File: src/rtl/bin_to_bcd_seq_if.sv
// Valid/ready bundle between a binary producer and the BCD converter.
// master: drives in_data/in_valid; slave: converter, drives result side.
interface bin_to_bcd_seq_if #(
   parameter int w_bin   = 16,
   parameter int w_digit = 4
);
   logic [w_bin-1:0]     in_data;
   logic                 in_valid;
   logic                 in_ready;
   logic [w_digit*4-1:0] bcd;
   logic                 out_valid;
   logic                 overflow;
   logic                 negative;

   modport master (
      output in_data,
      output in_valid,
      input  in_ready,
      input  bcd,
      input  out_valid,
      input  overflow,
      input  negative
   );

   modport slave (
      input  in_data,
      input  in_valid,
      output in_ready,
      output bcd,
      output out_valid,
      output overflow,
      output negative
   );
endinterface

File: src/rtl/bin_to_bcd_seq.sv
// Sequential shift-and-add-3 binary to packed BCD, one bit per clock.
// Ports: clk, rst_n (async low), bus (slave): in_data/in_valid/in_ready,
// bcd/out_valid/overflow/negative. Macro BIN_TO_BCD_SIGNED_EN: signed input.
module bin_to_bcd_seq #(
   parameter int w_bin   = 16,
   parameter int w_digit = 4
) (
   input logic             clk,
   input logic             rst_n,
   bin_to_bcd_seq_if.slave bus
);
   localparam int W_INT = w_bin / 3 + 1;
   localparam int W_ACC = W_INT * 4;
   localparam int W_BCD = w_digit * 4;
   localparam int W_EXT = (w_digit > W_INT) ? W_BCD : W_ACC;
   localparam int W_CNT = $clog2(w_bin + 1);

   typedef enum logic [1:0] {IDLE, SHIFT, DONE} state_t;

   state_t           state_q;
   logic [W_ACC-1:0] acc_q;
   logic [W_ACC-1:0] acc_adj;
   logic [W_ACC-1:0] acc_d;
   logic [w_bin-1:0] sr_q;
   logic [w_bin-1:0] sr_d;
   logic [w_bin-1:0] load_val;
   logic [W_CNT-1:0] cnt_q;
   logic [W_EXT-1:0] acc_ext;
   logic [W_BCD-1:0] bcd_q;
   logic [W_BCD-1:0] bcd_d;
   logic             in_ready_q;
   logic             out_valid_q;
   logic             overflow_q;
   logic             overflow_d;
   logic             negative_q;
   logic             negative_d;
   logic             hs;
   logic             last;

`ifdef BIN_TO_BCD_SIGNED_EN
   logic sign_q;
   logic load_sgn;

   assign load_sgn   = bus.in_data[w_bin-1];
   // -2^(w_bin-1) negates to itself, which is the correct unsigned magnitude
   assign load_val   = load_sgn ? -bus.in_data : bus.in_data;
   assign negative_d = sign_q & (|acc_d);

   always_ff @(posedge clk or negedge rst_n) begin
      if (!rst_n) begin
         sign_q <= 1'b0;
      end else if (hs) begin
         sign_q <= load_sgn;
      end
   end
`else
   assign load_val   = bus.in_data;
   assign negative_d = 1'b0;
`endif

   assign hs   = bus.in_valid & in_ready_q;
   assign last = (cnt_q == W_CNT'(1));

   always_comb begin
      acc_adj = acc_q;
      for (int k = 0; k < W_INT; k++) begin
         if (acc_q[4*k +: 4] >= 4'd5) begin
            acc_adj[4*k +: 4] = acc_q[4*k +: 4] + 4'd3;
         end
      end
      acc_d   = {acc_adj[W_ACC-2:0], sr_q[w_bin-1]};
      sr_d    = {sr_q[w_bin-2:0], 1'b0};
      // zero-extend so a wide display gets blank upper digits
      acc_ext = '0;
      acc_ext[W_ACC-1:0] = acc_d;
      bcd_d   = acc_ext[W_BCD-1:0];
      overflow_d = 1'b0;
      for (int k = w_digit; k < W_INT; k++) begin
         overflow_d = overflow_d | (acc_d[4*k +: 4] != 4'd0);
      end
   end

   always_ff @(posedge clk or negedge rst_n) begin
      if (!rst_n) begin
         state_q     <= IDLE;
         acc_q       <= '0;
         sr_q        <= '0;
         cnt_q       <= '0;
         bcd_q       <= '0;
         in_ready_q  <= 1'b1;
         out_valid_q <= 1'b0;
         overflow_q  <= 1'b0;
         negative_q  <= 1'b0;
      end else begin
         unique case (state_q)
            IDLE: begin
               out_valid_q <= 1'b0;
            end
            SHIFT: begin
               acc_q       <= acc_d;
               sr_q        <= sr_d;
               cnt_q       <= cnt_q - W_CNT'(1);
               out_valid_q <= 1'b0;
               // ready opens during the final shift so the next accept
               // overlaps the result edge
               in_ready_q  <= (cnt_q == W_CNT'(2));
               if (last) begin
                  bcd_q       <= bcd_d;
                  overflow_q  <= overflow_d;
                  negative_q  <= negative_d;
                  out_valid_q <= 1'b1;
                  in_ready_q  <= 1'b1;
                  state_q     <= DONE;
               end
            end
            DONE: begin
               out_valid_q <= 1'b0;
               state_q     <= IDLE;
            end
            default: begin
               state_q <= IDLE;
            end
         endcase
         // accept overrides the per-state updates above
         if (hs) begin
            sr_q       <= load_val;
            acc_q      <= '0;
            cnt_q      <= W_CNT'(w_bin);
            in_ready_q <= 1'b0;
            state_q    <= SHIFT;
         end
      end
   end

   assign bus.in_ready  = in_ready_q;
   assign bus.out_valid = out_valid_q;
   assign bus.bcd       = bcd_q;
   assign bus.overflow  = overflow_q;
   assign bus.negative  = negative_q;
endmodule

File: src/flat_wrapper.sv
// flat-port wrapper written by rule: the top's interface ports become plain ports
module bin_to_bcd_seq_flat 
#(
   parameter int w_bin   = 16,
   parameter int w_digit = 4
)
  (clk, rst_n, bus_in_data, bus_in_valid, bus_in_ready, bus_bcd, bus_out_valid, bus_overflow, bus_negative);
  bin_to_bcd_seq_if #(.w_bin(w_bin), .w_digit(w_digit)) bus_i ();
  input logic clk;
  input logic rst_n;
  input wire logic [$bits(bus_i.in_data)-1:0] bus_in_data;
  input wire logic [$bits(bus_i.in_valid)-1:0] bus_in_valid;
  output wire logic [$bits(bus_i.in_ready)-1:0] bus_in_ready;
  output wire logic [$bits(bus_i.bcd)-1:0] bus_bcd;
  output wire logic [$bits(bus_i.out_valid)-1:0] bus_out_valid;
  output wire logic [$bits(bus_i.overflow)-1:0] bus_overflow;
  output wire logic [$bits(bus_i.negative)-1:0] bus_negative;
  assign bus_i.in_data = bus_in_data;
  assign bus_i.in_valid = bus_in_valid;
  assign bus_in_ready = bus_i.in_ready;
  assign bus_bcd = bus_i.bcd;
  assign bus_out_valid = bus_i.out_valid;
  assign bus_overflow = bus_i.overflow;
  assign bus_negative = bus_i.negative;
  bin_to_bcd_seq #(.w_bin(w_bin), .w_digit(w_digit)) u_core (.clk(clk), .rst_n(rst_n), .bus(bus_i));
endmodule
File: config.mk
export PLATFORM = sky130hd
export DESIGN_NAME = bin_to_bcd_seq_flat
export DESIGN_NICKNAME = d
export VERILOG_FILES = /design/src/rtl/bin_to_bcd_seq_if.sv /design/src/rtl/bin_to_bcd_seq.sv /design/src/flat_wrapper.sv
export SDC_FILE = /design/constraint.sdc
export NUM_CORES = 1
export LEC_CHECK = 0
export ABC_AREA = 1
export CAP_MARGIN = 10
export CORE_AREA = 4 4 104 116
export CTS_CLUSTER_SIZE = 10
export DETAILED_ROUTE_END_ITERATION = 10
export DIE_AREA = 0 0 108 120
export PLACE_DENSITY = 0.56
export SLEW_MARGIN = 40
export SYNTH_ARGS = -nofsm -noshare
export SYNTH_HDL_FRONTEND = slang
export SYNTH_SLANG_ARGS = --single-unit
File: constraint.sdc
create_clock -name clk -period 1.6 [get_ports clk]
set_input_delay 0.16 -clock clk [delete_from_list [all_inputs] [get_ports clk]]
set_output_delay 0.16 -clock clk [all_outputs]
set_load 0.01 [all_outputs]
**After elaboration in Yosys (flattened, before gate mapping)**

Cells that the tools add are included.

- Input port bits: 19
- Output and inout bits: 20
- Register bits after elaboration: 66
- Word-level logic and storage cells: 57

- $lt $le $gt $ge: 6
- Muxes and demuxes: 20
- Bitwise logic cells: 2
- $add $sub $neg: 7
- Eq/ne operators: 6
- Reduce and logical (&&, ||, !) cells: 8

Operators by type and width:

| cell | count |
|---|---|
| 24-bit 2-to-1 mux | 2 |
| 16-bit 2-to-1 mux | 2 |
| 4-bit by 3-bit >= comparator with 1-bit output (second input constant) | 6 |
| 4-bit by 2-bit adder with 4-bit output (second input constant) | 5 |
| 4-bit 2-to-1 mux | 5 |
| 5-bit 2-to-1 mux | 2 |
| 4-bit nonzero test | 2 |
| 5-bit by 1-bit == test with 1-bit output (second input constant) | 1 |
| 5-bit by 2-bit == test with 1-bit output (second input constant) | 1 |
| 5-bit by 1-bit subtractor with 5-bit output (second input constant) | 1 |
| 1-bit 2-to-1 mux | 4 |
| 2-bit 2-to-1 mux | 2 |
| 2-bit case mux with 2 select lines | 1 |
| 2-bit AND reduction | 2 |
| 2-bit nonzero test | 2 |
| 3-bit by 2-bit adder with 3-bit output (second input constant) | 1 |
| 3-bit 2-to-1 mux | 1 |
| 3-bit by 1-bit != test with 1-bit output (second input constant) | 1 |
| 2-bit by 1-bit == test with 1-bit output (second input constant) | 1 |
| 2-bit == test (second input constant) | 1 |
| 2-bit logical NOT | 1 |
| 2-bit by 1-bit != test with 1-bit output (second input constant) | 1 |
| 1-bit case mux with 2 select lines | 1 |
| 2-bit OR reduction | 1 |
| 2 further kinds | 2 |

**Logic depth before layout (Yosys ltp)**

- Depth in word-level cells: 4
- Mapped depth: 11
- Depth with buffers taken out: 11

**Worst setup path after synthesis**

Ideal clock, no wire load.

- Kind: flip-flop to flip-flop
- From: reg u_core.acc_q[16]
- To: reg u_core.overflow_q, in the netlist u_core.bus.overflow
- Setup time: 117 ps
- Period minus slack after synthesis: 1372 ps
- Path slack: 228 ps
- Required time: 1483 ps
- Stages on the path, launching flop included: 10
- Arrival: 1255 ps
- Buffers on the path: 0
- Cell sequence: dfrtp_1 -> inv_1 -> ha_1 -> inv_1 -> nand2_1 -> nand3_1 -> o21ai_0 -> nand3_1 -> nor2_1 -> nor2_1

- Cells in the longest elaborated chain, start to end: 4
- Elaborated cells on any way between the ends: 6
- Those cells by class: add/sub: 1; order compare: 1; mux: 1; bitwise: 1; reduce/logical: 2

Ends and longest elaborated chain:

| what | line | source |
|---|---|---|
| start, declared | bin_to_bcd_seq.sv:21 | `logic [W_ACC-1:0] acc_q;` |
| start signal, assigned | bin_to_bcd_seq.sv:86 | `acc_q <= '0;` |
| start signal, assigned | bin_to_bcd_seq.sv:100 | `acc_q <= acc_d;` |
| start signal, assigned | bin_to_bcd_seq.sv:127 | `acc_q <= '0;` |
| 4-bit by 2-bit adder with 4-bit output / 4-bit by 3-bit >= comparator with 1-bit output (equally long branches) | bin_to_bcd_seq.sv:68, bin_to_bcd_seq.sv:67 |  |
| 4-bit 2-to-1 mux * | bin_to_bcd_seq.sv:67 | `if (acc_q[4*k +: 4] >= 4'd5) begin` |
| 4-bit nonzero test | bin_to_bcd_seq.sv:79 | `overflow_d = overflow_d \| (acc_d[4*k +: 4] != 4'd0);` |
| 1-bit bitwise OR * | bin_to_bcd_seq.sv:79 |  |
| end signal, assigned | bin_to_bcd_seq.sv:109 | `overflow_q <= overflow_d;` |
| end, declared | bin_to_bcd_seq.sv:33 | `logic overflow_q;` |

Every way passes the cells marked *; elsewhere a longest branch is shown, timed or not.
A chain may end at the register's enable or synchronous reset.

**Worst setup path in the final report**

- From: reg u_core.acc_q[4]
- To: reg u_core.acc_q[6]

- Cells in the longest elaborated chain, start to end: 4
- Elaborated cells on any way between the ends: 5
- Those cells by class: add/sub: 1; order compare: 1; mux: 3

Ends and longest elaborated chain:

| what | line | source |
|---|---|---|
| 4-bit by 2-bit adder with 4-bit output / 4-bit by 3-bit >= comparator with 1-bit output (equally long branches) | bin_to_bcd_seq.sv:68, bin_to_bcd_seq.sv:67 |  |
| 4-bit 2-to-1 mux * | bin_to_bcd_seq.sv:67 |  |
| 24-bit 2-to-1 mux * | bin_to_bcd_seq.sv:95 | `unique case (state_q)` |
| 24-bit 2-to-1 mux * | bin_to_bcd_seq.sv:125 | `if (hs) begin` |

Every way passes the cells marked *; elsewhere a longest branch is shown, timed or not. The select of a mux whose other input is x is not followed.

==> results by stage <==
Outcome:
- The run finished with clean final reports.

Finish:
- For this run, the number of standard cells in the final layout without fillers is 556.
- The fraction of final layout cells sized beyond drive strength 1 is 0.1296.
- The layout net count is ~440.
- The antenna diode count is 0.
- The area overhead of the layout relative to synthesis is 26.78%.
- Summing all non-filler instances in the final layout gives an area of roughly 4000 um2.
- For this run, the share of the core covered by cells in the final layout is 0.3768.

Place:
- At the end of routability-driven placement, the weighted congestion stood at approximately 0.82.
- Once detailed placement completed, the half-perimeter wirelength came to 4707 um.
- Before CTS, the worst setup slack after placement is -24.50 ps.
- The count of port buffers added during placement is 37.
- The instance area at placement is roughly 3800 um2.
- Once placement completed, the tool counted placed cells totaling 540.

Clocking:
- The root buffer cell chosen for the clock tree is clkbuf_16.
- TritonCTS built the clock tree.
- The number of clock buffers added by TritonCTS is 9.
- The register clock-pin slew on the reported worst setup and hold paths is 50 ps.
- The maximum count of clock buffers along a single path is 2.
- The number of H-tree branching levels is 3.
- Once the clock tree was built, the setup fixing pass inserted 0 buffers.
- The later pin in the worst-skew pair is clocked with a latency of 320 ps.
- The clock net in this run drives a total of 66 sinks.

Timing:
- The max-slew violation count is 0.
- The tightest hold path in the finished design has a slack of 404.1 ps.
- Setup repair after global routing could not meet its margin everywhere.
- For the finished layout, the period the worst path requires is between 1500 and 2000 ps.
- Based on the critical path, the design can be clocked at up to 0.6663 GHz.
- The final worst-path cycle share is 0.9380.
- The post-route worst setup slack is 99.16 ps.
- The final total negative setup slack is 0 ps.
- Setup violations remaining at the end of the flow were counted as 0.
- The worst clock skew on the final layout is about 7.7 ps.
- The hold violation count in the final report is 0.

Detailed routing:
- In the routed layout, each cell is associated on average with a via count of 4.579.
- Detailed routing inserted a total of between 2000 and 3000 vias.
- For this block, the routed nets add up to 6834 um of wire.
- The first-pass iteration count of the detailed router is 4.
- The mean routed wirelength per cell is 12.29 um.
- For this run, design rule violations remaining after detail routing come to 0.
- The residual antenna-violating net count after detailed routing is 0.
- The first routing iteration left 103 violations.

Setup path:
- In this run the worst path has a maximum fanout of 4.
- The critical path capture point type is a flip-flop.
- The sort of element at the start of the critical path is a flip-flop.
- The stage delay of the slowest cell on the critical path is 400 ps.
- The required time at the worst-slack endpoint is 1780 ps.
- The critical path is of the flip-flop to flip-flop type.
- The arrival time at the worst endpoint is 1680 ps.
- The slowest cell on the critical path is dfrtp_1.
- The most common cell type on the critical path is inv_1.
- The critical path goes through inv_1, ha_1, nor2_1, inv_1, nand2_1, o21ai_0, o22ai_1.
- The worst register-to-register path has a depth of 7.

GRT:
- The all-layer global routing usage is 0.1128.
- The initial antenna violation count was 0.
- The first global-routing pass estimated 11840 um of wire.
- The number of global-route vias before repair is roughly 2600.
- The pin count of the biggest net entering global routing is 67.
- The remaining global-route overflow is 0.

Logic synthesis:
- The synthesized cell area is 3228 um2.
- The biggest area contributor in the post-synthesis netlist is dfrtp_1.
- Dividing the synthesized area by the synthesized cell count gives 8.917 um2.
- Counting flops and latches in the post-synthesis netlist gives 66.
- The post-synthesis cell count is 362.
- Of the post-synthesis cell area, the dominant cell type holds 0.5039.
- The number of nets in the synthesized netlist is ~400.
- The count of distinct cell types in the synthesized netlist is 25.
- The count of yosys warnings during synthesis is 0.
- Yosys attributes the largest share of cell area to dfrtp_1 (50%), nand2_1 (11%), ha_1 (5.8%).
- The sequential fraction of the synthesis area is 0.5120.

Floorplan:
- The core region is 10860 um2.
- Measured along the x axis, the die boundary spans between 100 and 150 um.
- 39 I/O pins were placed.
- The number of core rows is 40.
- The y dimension of the die is 120 um.
- The die covers 12960 um2.
- The initial cell density of the core is 0.2972.

Job:
- Max-cap violations in this run came to 0.

Power:
- In this run the static leakage power is 1.936 nW.
- Dividing total power by cell area gives a power density of roughly 840 nW/um2.
- The worst-case IR drop observed on VDD is 424.2 uV.
- Power comes to 3.439 mW.

Hold path:
- The path class of the tightest hold or removal check is input port to async pin.
[sequential cells by signal, indices dropped and copies added (netlist names)]
| name | cells |
|---|---|
| u_core.acc_q | 24 |
| u_core.bus.bcd | 16 |
| u_core.sr_q | 16 |
| u_core.cnt_q | 5 |
| u_core.state_q | 2 |
| u_core.bus.in_ready | 1 |
| u_core.bus.out_valid | 1 |
| u_core.bus.overflow | 1 |
[final cells by class]
class,count,area (um2)
multi-input cells,235,1348
clock inverters,4,20.02
repair buffers,44,469.2
fillers,1137,6768
flip-flops and latches,66,1653
clock buffers,11,232.7
inverters,49,186.4
well taps,147,183.9
[cell families (layout without fill, tap and decap cells)]
logic type | Yosys count | count (layout) | share of synthesized area
simple gates | 130 | 130 | 0.1663
compound gates | 82 | 82 | 0.1612
flops | 66 | 66 | 0.5120
other cells | 1 | 1 | 0.001162
xor+xnor | 7 | 7 | 0.01899
buf+inv | 61 | 108 | 0.08217
fa+ha+maj | 15 | 15 | 0.05814
[cells in the final DEF, fill, tap and decap left out, types with 7 or more instances in the layout]
cell type and instances:
nand2_1 90, dfrtp_1 65, inv_1 44, clkdlybuf4s50_1 35, o22ai_1 22, o21ai_0 19, nor2_1 17, ha_1 15
o21ai_2 14, o211ai_1 10, nand3_1 9, clkbuf_16 9, o21ai_1 7
[path summary, 6_finish.rpt]
| path | start | to | slack (ps) |
|---|---|---|---|
| worst max-delay path | u_core.acc_q[4] | u_core.acc_q[6] | 100 |
| worst min-delay path | rst_n | u_core.bus.bcd[8] | 400 |
| worst max register to register | u_core.acc_q[4] | u_core.acc_q[6] | 100 |
| worst min register to register | u_core.bus.bcd[13] | u_core.bus.bcd[13] | 480 |
| max in group asynchronous | rst_n | u_core.bus.in_ready | 870 |
| min in group clk | bus_in_data[0] | u_core.sr_q[0] | 400 |
[cells in the mapped netlist]
library cell,number
nand2_1,92
dfrtp_1,65
inv_1,46
o21ai_0,24
o22ai_1,22
nor2_1,17
ha_1,15
o21ai_2,12
nand3_1,11
o211ai_1,10
buf_2,8
xor2_1,7
a21oi_1,6
nand2_2,4
o21ai_1,4
buf_6,3
inv_2,3
nand4_1,3
o221ai_1,3
nor2_4,2
a31oi_1,1
buf_4,1
conb_1,1
dfstp_2,1
nor2_2,1
[metal layers]
| layer | wire (um) | global-route usage | up-vias |
|---|---|---|---|
| met4 | 97 | 0.03946 | 0 |
| li1 | - | - | 1282 |
| met1 | 3214 | 0.1448 | 1207 |
| met2 | 3235 | 0.1816 | 45 |
| met5 | 0 | 0 | - |
| met3 | 287 | 0.03120 | 12 |
[worst max-delay path: cells and delay by family, from the launching register on]
family	cells	cell delay (ps)
adder cells (fa/ha/maj)	1	170
AO/OA/AOI/OAI	2	440
buffers and inverters	2	180
AND/OR/NAND/NOR	2	160
flip-flops	1	400
[report_power, final]
| part | leakage (nW) | internal, mW | switching, mW |
|---|---|---|---|
| sequential | 0.751 | 1.67 | 0 |
| clock | 0.129 | 1.03 | 0.657 |
| combinational | 1.06 | 0.0435 | 0.0399 |
| total | 1.94 | 2.74 | 0.697 |
[what timing repair did]
| item | 4_1_cts | 5_1_grt |
|---|---|---|
| hold endpoints to repair | 65 | 0 |
| hold buffers | 1 | 0 |
| setup endpoints to repair | 17 | 6 |
| gates resized for setup | 3 | 14 |
(Power assumes the default switching activity.)
